File: src/rtl/s_term_edge_capture_if.sv
// Drain port of the south-edge capture stage: FIFO head data with a
// valid/ready handshake towards the readback/debug chain.
interface s_term_edge_capture_if #(
  parameter int DATA_W = 36
) ();
  logic [DATA_W-1:0] out_data;
  logic              out_valid;
  logic              out_ready;

  modport master (
    output out_data,
    output out_valid,
    input  out_ready
  );

  modport slave (
    input  out_data,
    input  out_valid,
    output out_ready
  );
endinterface

File: src/rtl/s_term_edge_capture.sv
// South-edge debug capture: samples the S1END/S2END/S4END routing wires,
// waits for a programmable trigger, then records timestamped change events
// into a first-word-fall-through FIFO drained over a valid/ready port.
module s_term_edge_capture #(
  parameter int DEPTH       = 8,
  parameter int CAPTURE_LEN = 16,
  parameter int TS_W        = 8
) (
  input  logic                   UserCLK,
  input  logic                   RST,
  input  logic [3:0]             S1END,
  input  logic [7:0]             S2END,
  input  logic [15:0]            S4END,
  input  logic                   arm,
  input  logic                   trig_mode,
  input  logic [27:0]            trig_mask,
  input  logic [27:0]            trig_value,
  s_term_edge_capture_if.master  drain,
  output logic [$clog2(DEPTH):0] fifo_count,
  output logic                   overflow,
  output logic                   done
);

  localparam int AW = $clog2(DEPTH);
  localparam int SW = 28;
  localparam int DW = TS_W + SW;
  localparam int CW = $clog2(CAPTURE_LEN + 1);

  typedef enum logic [1:0] {
    IDLE    = 2'd0,
    ARMED   = 2'd1,
    CAPTURE = 2'd2,
    DONE    = 2'd3
  } state_t;

  state_t          state;
  logic [SW-1:0]   s_q;
  logic [SW-1:0]   prev;
  logic            prev_vld;
  logic [TS_W-1:0] ts;
  logic [CW-1:0]   cnt;

  logic [DW-1:0]   mem [DEPTH];
  logic [AW-1:0]   wr_ptr;
  logic [AW-1:0]   rd_ptr;
  logic            valid;

  logic            change;
  logic            match;
  logic            trig;
  logic            push;
  logic            pop;
  logic            full;
  logic            push_ok;
  logic [AW:0]     count_next;

  assign drain.out_data  = mem[rd_ptr];
  assign drain.out_valid = valid;

  // Change/trigger detection and FIFO push/pop qualification.
  always_comb begin
    change = 1'b0;
    match  = 1'b0;
    trig   = 1'b0;
    push   = 1'b0;
    // prev_vld masks the first compare after reset or after leaving IDLE
    if (prev_vld) begin
      change = (s_q != prev);
    end else begin
      change = 1'b0;
    end
    match = (((s_q ^ trig_value) & trig_mask) == 28'h0000000);
    if (trig_mode) begin
      trig = match;
    end else begin
      trig = change;
    end
    // dropping arm suppresses any push in the cycle it is seen low
    if (arm) begin
      case (state)
        ARMED:   push = trig;
        CAPTURE: push = change;
        default: push = 1'b0;
      endcase
    end else begin
      push = 1'b0;
    end
    full       = (fifo_count == (AW+1)'(DEPTH));
    pop        = valid & drain.out_ready;
    // a full FIFO still accepts a push when the head leaves in the same cycle
    push_ok    = push & (~full | pop);
    count_next = fifo_count + {{AW{1'b0}}, push_ok} - {{AW{1'b0}}, pop};
  end

  // Edge-wire sampling, timestamp, sample counter and capture FSM.
  always_ff @(posedge UserCLK) begin
    if (RST) begin
      state    <= IDLE;
      s_q      <= '0;
      prev     <= '0;
      prev_vld <= 1'b0;
      ts       <= '0;
      cnt      <= '0;
      done     <= 1'b0;
    end else begin
      s_q  <= {S4END, S2END, S1END};
      prev <= s_q;
      if (!arm) begin
        state    <= IDLE;
        prev_vld <= 1'b0;
        ts       <= '0;
        cnt      <= '0;
        done     <= 1'b0;
      end else begin
        case (state)
          IDLE: begin
            state    <= ARMED;
            prev_vld <= 1'b0;
            ts       <= '0;
            cnt      <= '0;
            done     <= 1'b0;
          end
          ARMED: begin
            prev_vld <= 1'b1;
            ts       <= ts + TS_W'(1);
            if (trig) begin
              cnt <= CW'(1);
              if (CAPTURE_LEN == 1) begin
                state <= DONE;
                done  <= 1'b1;
              end else begin
                state <= CAPTURE;
              end
            end
          end
          CAPTURE: begin
            prev_vld <= 1'b1;
            ts       <= ts + TS_W'(1);
            if (change) begin
              cnt <= cnt + CW'(1);
              if ((cnt + CW'(1)) == CW'(CAPTURE_LEN)) begin
                state <= DONE;
                done  <= 1'b1;
              end
            end
          end
          DONE: begin
            done <= 1'b1;
          end
          default: begin
            state <= IDLE;
            done  <= 1'b0;
          end
        endcase
      end
    end
  end

  // Event FIFO storage, pointers, occupancy and sticky overflow flag.
  always_ff @(posedge UserCLK) begin
    if (RST) begin
      for (int i = 0; i < DEPTH; i++) begin
        mem[i] <= '0;
      end
      wr_ptr     <= '0;
      rd_ptr     <= '0;
      fifo_count <= '0;
      valid      <= 1'b0;
      overflow   <= 1'b0;
    end else begin
      if (push_ok) begin
        mem[wr_ptr] <= {ts, s_q};
        wr_ptr      <= wr_ptr + AW'(1);
      end
      if (pop) begin
        rd_ptr <= rd_ptr + AW'(1);
      end
      if (push && full && !pop) begin
        overflow <= 1'b1;
      end
      fifo_count <= count_next;
      valid      <= (count_next != '0);
    end
  end

endmodule

File: src/flat_wrapper.sv
// flat-port wrapper written by rule: the top's interface ports become plain ports
module s_term_edge_capture_flat 
#(
  parameter int DEPTH       = 8,
  parameter int CAPTURE_LEN = 16,
  parameter int TS_W        = 8
)
  (UserCLK, RST, S1END, S2END, S4END, arm, trig_mode, trig_mask, trig_value, fifo_count, overflow, done, drain_out_data, drain_out_valid, drain_out_ready);
  s_term_edge_capture_if #(.DATA_W(36)) drain_i ();
  input  logic UserCLK;
  input  logic RST;
  input  logic [3:0] S1END;
  input  logic [7:0] S2END;
  input  logic [15:0] S4END;
  input  logic arm;
  input  logic trig_mode;
  input  logic [27:0] trig_mask;
  input  logic [27:0] trig_value;
  output logic [$clog2(DEPTH):0] fifo_count;
  output logic overflow;
  output logic done;
  output wire logic [$bits(drain_i.out_data)-1:0] drain_out_data;
  output wire logic [$bits(drain_i.out_valid)-1:0] drain_out_valid;
  input wire logic [$bits(drain_i.out_ready)-1:0] drain_out_ready;
  assign drain_out_data = drain_i.out_data;
  assign drain_out_valid = drain_i.out_valid;
  assign drain_i.out_ready = drain_out_ready;
  s_term_edge_capture #(.DEPTH(DEPTH), .CAPTURE_LEN(CAPTURE_LEN), .TS_W(TS_W)) u_core (.UserCLK(UserCLK), .RST(RST), .S1END(S1END), .S2END(S2END), .S4END(S4END), .arm(arm), .trig_mode(trig_mode), .trig_mask(trig_mask), .trig_value(trig_value), .drain(drain_i), .fifo_count(fifo_count), .overflow(overflow), .done(done));
endmodule
File: config.mk
export PLATFORM = sky130hd
export DESIGN_NAME = s_term_edge_capture_flat
export DESIGN_NICKNAME = d
export VERILOG_FILES = /design/src/rtl/s_term_edge_capture_if.sv /design/src/rtl/s_term_edge_capture.sv /design/src/flat_wrapper.sv
export SDC_FILE = /design/constraint.sdc
export NUM_CORES = 1
export LEC_CHECK = 0
export ABC_AREA = 1
export CORE_ASPECT_RATIO = 0.5
export CORE_UTILIZATION = 64
export DETAILED_ROUTE_END_ITERATION = 10
export PLACE_DENSITY = 0.87
export SLEW_MARGIN = 10
export SYNTH_ARGS = -nofsm -noshare
export SYNTH_HDL_FRONTEND = slang
export SYNTH_SLANG_ARGS = --single-unit
File: constraint.sdc
create_clock -name UserCLK -period 7.6 [get_ports UserCLK]
set_input_delay 1.14 -clock UserCLK [delete_from_list [all_inputs] [get_ports UserCLK]]
set_output_delay 1.14 -clock UserCLK [all_outputs]
set_load 0.02 [all_outputs]
# Yosys cells after proc, flatten, opt, wreduce, memory -nomap -nowiden
# Memories as Yosys holds them, arrays and structs flattened. A register that Yosys moved wholly into a read port is not among the register bits.
# Cells that the tools add are included.
# totals
reg_bits	85
mem_bits_rw	288
in_bits	89
out_inout_bits	43
n_memories	1
# classes
add_sub_neg	6
n_eq_ne	9
n_mux	26
n_bitwise	7
reduce_logical	15
# mem_list
name	words	width	rd	rd_clocked_by_memory_dff	wr	line	source
u_core.mem	8	36	1	1	8	s_term_edge_capture.sv:43	logic [DW-1:0] mem [DEPTH];
# op_table
operator	count
$mux 36	1
$reduce_or 36->1	1
$and 28x28->28	1
$logic_not 28->1	1
$ne 28x28->1	1
$xor 28x28->28	1
$pmux 8 s2	1
$pmux 5 s3	1
$mux 1	11
$mux 5	2
$mux 3	3
$add 8x1->8 const B	1
$add 3x1->3 const B	2
$mux 2	3
$ne 2x1->1 const B	3
$pmux 2 s3	1
$reduce_and 3->1	2
$reduce_bool 3->1	2
$add 5x1->5 const B	1
$eq 5x5->1 const B	1
$add 4x1->4	1
$eq 2x2->1 const B	2
$eq 4x4->1 const B	1
$pmux 1 s2	2
other kinds (13)	17

# Longest topological paths before layout
# depth
ltp_word	12
mapped_depth	21
mapped_depth_nobuf	20

# Least setup slack after synthesis
# No wires, ideal clock.
# synth_path
path_type	input-to-reg
startpoint	input trig_value[0]
endpoint	memory u_core.mem[2][0] (netlist name), enable pin
setup_ns	0.479
arrival_time_ns	4.836
required_ns	7.121
slack_ns	2.285
path_stages	13
path_buffers	1
cell_sequence	or2_1 -> nand3_1 -> nand2_1 -> nor2_1 -> nand2_1 -> nor2_1 -> nand3_1 -> nand2_1 -> nand2_1 -> nand2_2 -> nand3_1 -> buf_2 -> o21ai_0
# synth_lines
item	line	source
start, declared	flat_wrapper.sv:18	input logic [27:0] trig_value;
end, declared	s_term_edge_capture.sv:43	

==> results by group <==
Clock network
  • # Post-CTS Setup Buffers: 0
  • Hold Buf Count CTS: 0
  • Clk buf depth: 3
  • Clock sinks: 376
  • CTS tree: built
  • CTS Buf Count: 34
  • Worst-skew pair later-pin latency: between 0.5 and 0.6 ns
  • H-Tree Depth: 2
  • CTS clk-pin slew, worst paths: 0.07 ns
  • Root Buffer: clkbuf_16
  • Cts repair resizes: 0

Synth
  • Main combinational cell family by area after synthesis: simple AND/OR/NAND/NOR gates
  • Post-synth EDFFs: 288
  • Post-synth top area cell: edfxtp_1
  • Flop and latch count out of synthesis: 376
  • Synth top area share: 48.42%
  • Synth Area in XOR/XNOR: 1.226%
  • Syn Nets: 1,858
  • Post-Syn Area: 17,860 um2
  • Gate count after technology mapping: 1,753
  • Synth Area in Adders: under 10%
  • Post-synth ARST share: 0%
  • Largest cells by area after synthesis: edfxtp_1, nor3_2, dfxtp_1
  • Sequential fraction of the synthesis area: 58.28%
  • Cell variety after synth: 35
  • Simple-gate share of the synthesized area: 25.85%
  • Top post-synthesis cells by count: nor2_1, edfxtp_1, nor3_2, o21ai_0, nand2_1
  • Synth Warn #: 0
  • Multiplexer share of the synthesized area: 0%
  • Primary FF master, synth: edfxtp_1
  • Synth Area per Inst: 10.19 um2
  • Synth Area in Compound Gates: 7.656%
  • Count leader, synth: nor2_1

Power
  • Max rail drop VDD: 0.1906 mV
  • PD cells: 258.3 nW/um2
  • Pleak: 6.950 nW

Cells and area
  • Fin cells: 2,223
  • Area grow syn2layout: 14.51%
  • Share of layout cells above drive strength 1: 15.95%
  • Antenna Cells: 0
  • Nets: approximately 1,900

Detailed routing
  • Post-DRT Antenna Nets: 0
  • Pre-Repair DR Iteration Count: 6
  • Via count: 13,870
  • DR iter-0 viols: 2,127
  • # DRC: 0
  • DRT Wirelength: 47,400 um
  • Wire length per cell: 21.32 um
  • DR vias/cell: 6.238

Timing
  • Final-report max-slew violation count: 0
  • Achievable Freq: 178.0 MHz
  • Final worst path period need: 5.618 ns
  • Setup Viol. Count Final: 0
  • Final worst path period share: about 74%
  • Worst slew margin: 17.01%
  • Layout Skew: 0.02150 ns
  • Worst Tran Pin Value: 1.243 ns
  • Final hold viol count: 0
  • Setup TNS: 0 ns
  • RSZ-0062 raised after global routing: no

Setup path
  • CP Class: register to primary output
  • Worst EP arrival: 4.48 ns
  • Critical Path Source Type: register
  • R2R cell count: 14
  • CP endpoint kind: primary output
  • Worst Path Required: 6.46 ns
  • CP max FO: 89

Job
  • Max-Cap Viols: 0

Worst hold path
  • Hold path depth: 2
  • Hold/Removal Path Class: register to register

Status
  • Status: finished clean

Global routing
  • Total GRT Usage: 33.12%
  • First-pass GRT wire length: 72,320 um
  • GRT Residual Overflow: 0
  • Initial antenna violation count: 0
  • Largest net degree at the start of global routing: 90
  • Vias in the first global route: between 10,000 and 15,000

Place
  • Post-detail-place hpwl: 26,910 um
  • Placed cells: 2,162
  • GPL Wtd Cong: slightly below 0.9
  • Port Buffers: 131

Floorplan
  • Area of the die: ~29,000 um2
  • Die X: 238.3 um
  • Cell Rows: 42
  • Initial Utilization: 66.39%
  • Core Region: approximately 27,000 um2
  • I/O pin total: 132
  • DIE HEIGHT: between 100 and 150 um
[registers in the layout, indices dropped and copies added (netlist names), named ones only]
| name | count |
|---|---|
| u_core.drain.out_valid | 1 |
| u_core.prev | 28 |
| u_core.state | 2 |
| u_core.prev_vld | 1 |
| u_core.overflow | 1 |
| u_core.wr_ptr | 3 |
| u_core.fifo_count | 4 |
| u_core.done | 1 |
| u_core.mem | 288 |
| u_core.ts | 8 |
| u_core.rd_ptr | 3 |
| u_core.cnt | 5 |
| u_core.s_q | 28 |
[cell type report]
| cell class | instances | area, um2 |
|---|---|---|
| Clock buffer | 49 | 1052 |
| Clock inverter | 12 | 53.80 |
| Fill cell | 1663 | 6451 |
| Inverter | 111 | 417.9 |
| Multi-Input combinational cell | 1143 | 6526 |
| Sequential cell | 376 | 10420 |
| Tap cell | 374 | 467.9 |
| Timing Repair Buffer | 158 | 1521 |
[cell families after synthesis]
logic type               count (synthesis)
AND/OR/NAND/NOR                        849
flip-flops                             376
AO/OA/AOI/OAI                          253
buffers and inverters                  234
XOR/XNOR                                25
adder cells (fa/ha/maj)                 16
[placed cells by master (no fill, tap or decap), types with 2 or more instances in the layout]
cell | Yosys | layout
dfxtp_1 | 88 | 86
or2_0 | 2 | 2
nand2_2 | 1 | 3
o21ai_4 | 0 | 8
inv_2 | 16 | 17
or2_1 | 19 | 19
edfxtp_1 | 288 | 288
o21ai_0 | 159 | 151
nor3_1 | 115 | 115
inv_1 | 73 | 74
xor2_1 | 4 | 4
nor3_2 | 180 | 180
clkinv_1 | 22 | 24
a21oi_1 | 17 | 17
nor2_1 | 350 | 350
nand3_1 | 49 | 45
xnor2_1 | 21 | 21
clkbuf_8 | 0 | 6
nand3_2 | 0 | 4
nand2_1 | 123 | 121
buf_4 | 2 | 26
clkbuf_1 | 89 | 5
ha_1 | 15 | 15
a31oi_1 | 37 | 37
clkinvlp_2 | 0 | 2
o22ai_1 | 36 | 36
nor3b_1 | 2 | 2
clkbuf_16 | 0 | 38
nand4_1 | 5 | 5
clkdlybuf4s50_1 | 0 | 130
clkinv_2 | 0 | 6
[critical path, stage by stage, from the launching register on]
cell	delay, ns
dfxtp_4	0.98
clkinv_2	0.98
buf_4	0.65
o21ai_0	0.30
o22ai_1	0.12
nor2_1	0.13
a31oi_1	0.07
clkdlybuf4s50_1	0.61
[power by group]
| group | internal [mW] | switching (mW) |
|---|---|---|
| clock network | 0.964 | 0.758 |
| registers | 2.29 | 0.0900 |
| logic | 0.438 | 0.740 |
| total | 3.70 | 1.59 |
[metal layers]
| metal | part of all wire [%] | track usage (%) | up-vias |
|---|---|---|---|
| li1 | - | - | 6222 |
| met1 | 37 | 44.46 | 6458 |
| met2 | 46 | 52.42 | 1076 |
| met3 | 15 | 8.788 | 111 |
| met4 | 2.6 | 11.58 | 0 |
| met5 | 0 | 0 | - |
[stage by stage]
step | cell area, um2 | power, mW | utilization, % | setup slack (ns) | hold WS [ns]
2_1_floorplan | 17860 | 3.113 | - | 2.285 | 0.4334
5_1_grt | 20450 | 5.452 | 76.02 | 1.772 | 0.4872
6_report | 20450 | 5.283 | 76.02 | 1.982 | 0.4743
3_5_place_dp | 19350 | 3.571 | 71.91 | 2.635 | 0.4648
4_1_cts | 20450 | 5.250 | 76.02 | 2.077 | 0.4747
3_3_place_gp | 19350 | 3.537 | 71.91 | 2.761 | 0.4420
[path summary, 6_finish.rpt]
check | startpoint | end | slack, ns
min reg2reg | u_core.rd_ptr[2] | u_core.rd_ptr[2] | 0.47
min | u_core.rd_ptr[2] | u_core.rd_ptr[2] | 0.47
max | register | drain_out_data[4] | 1.98
max reg2reg | u_core.s_q[22] | u_core.mem[7][23] | 3.66
(Power assumes the default switching activity.)
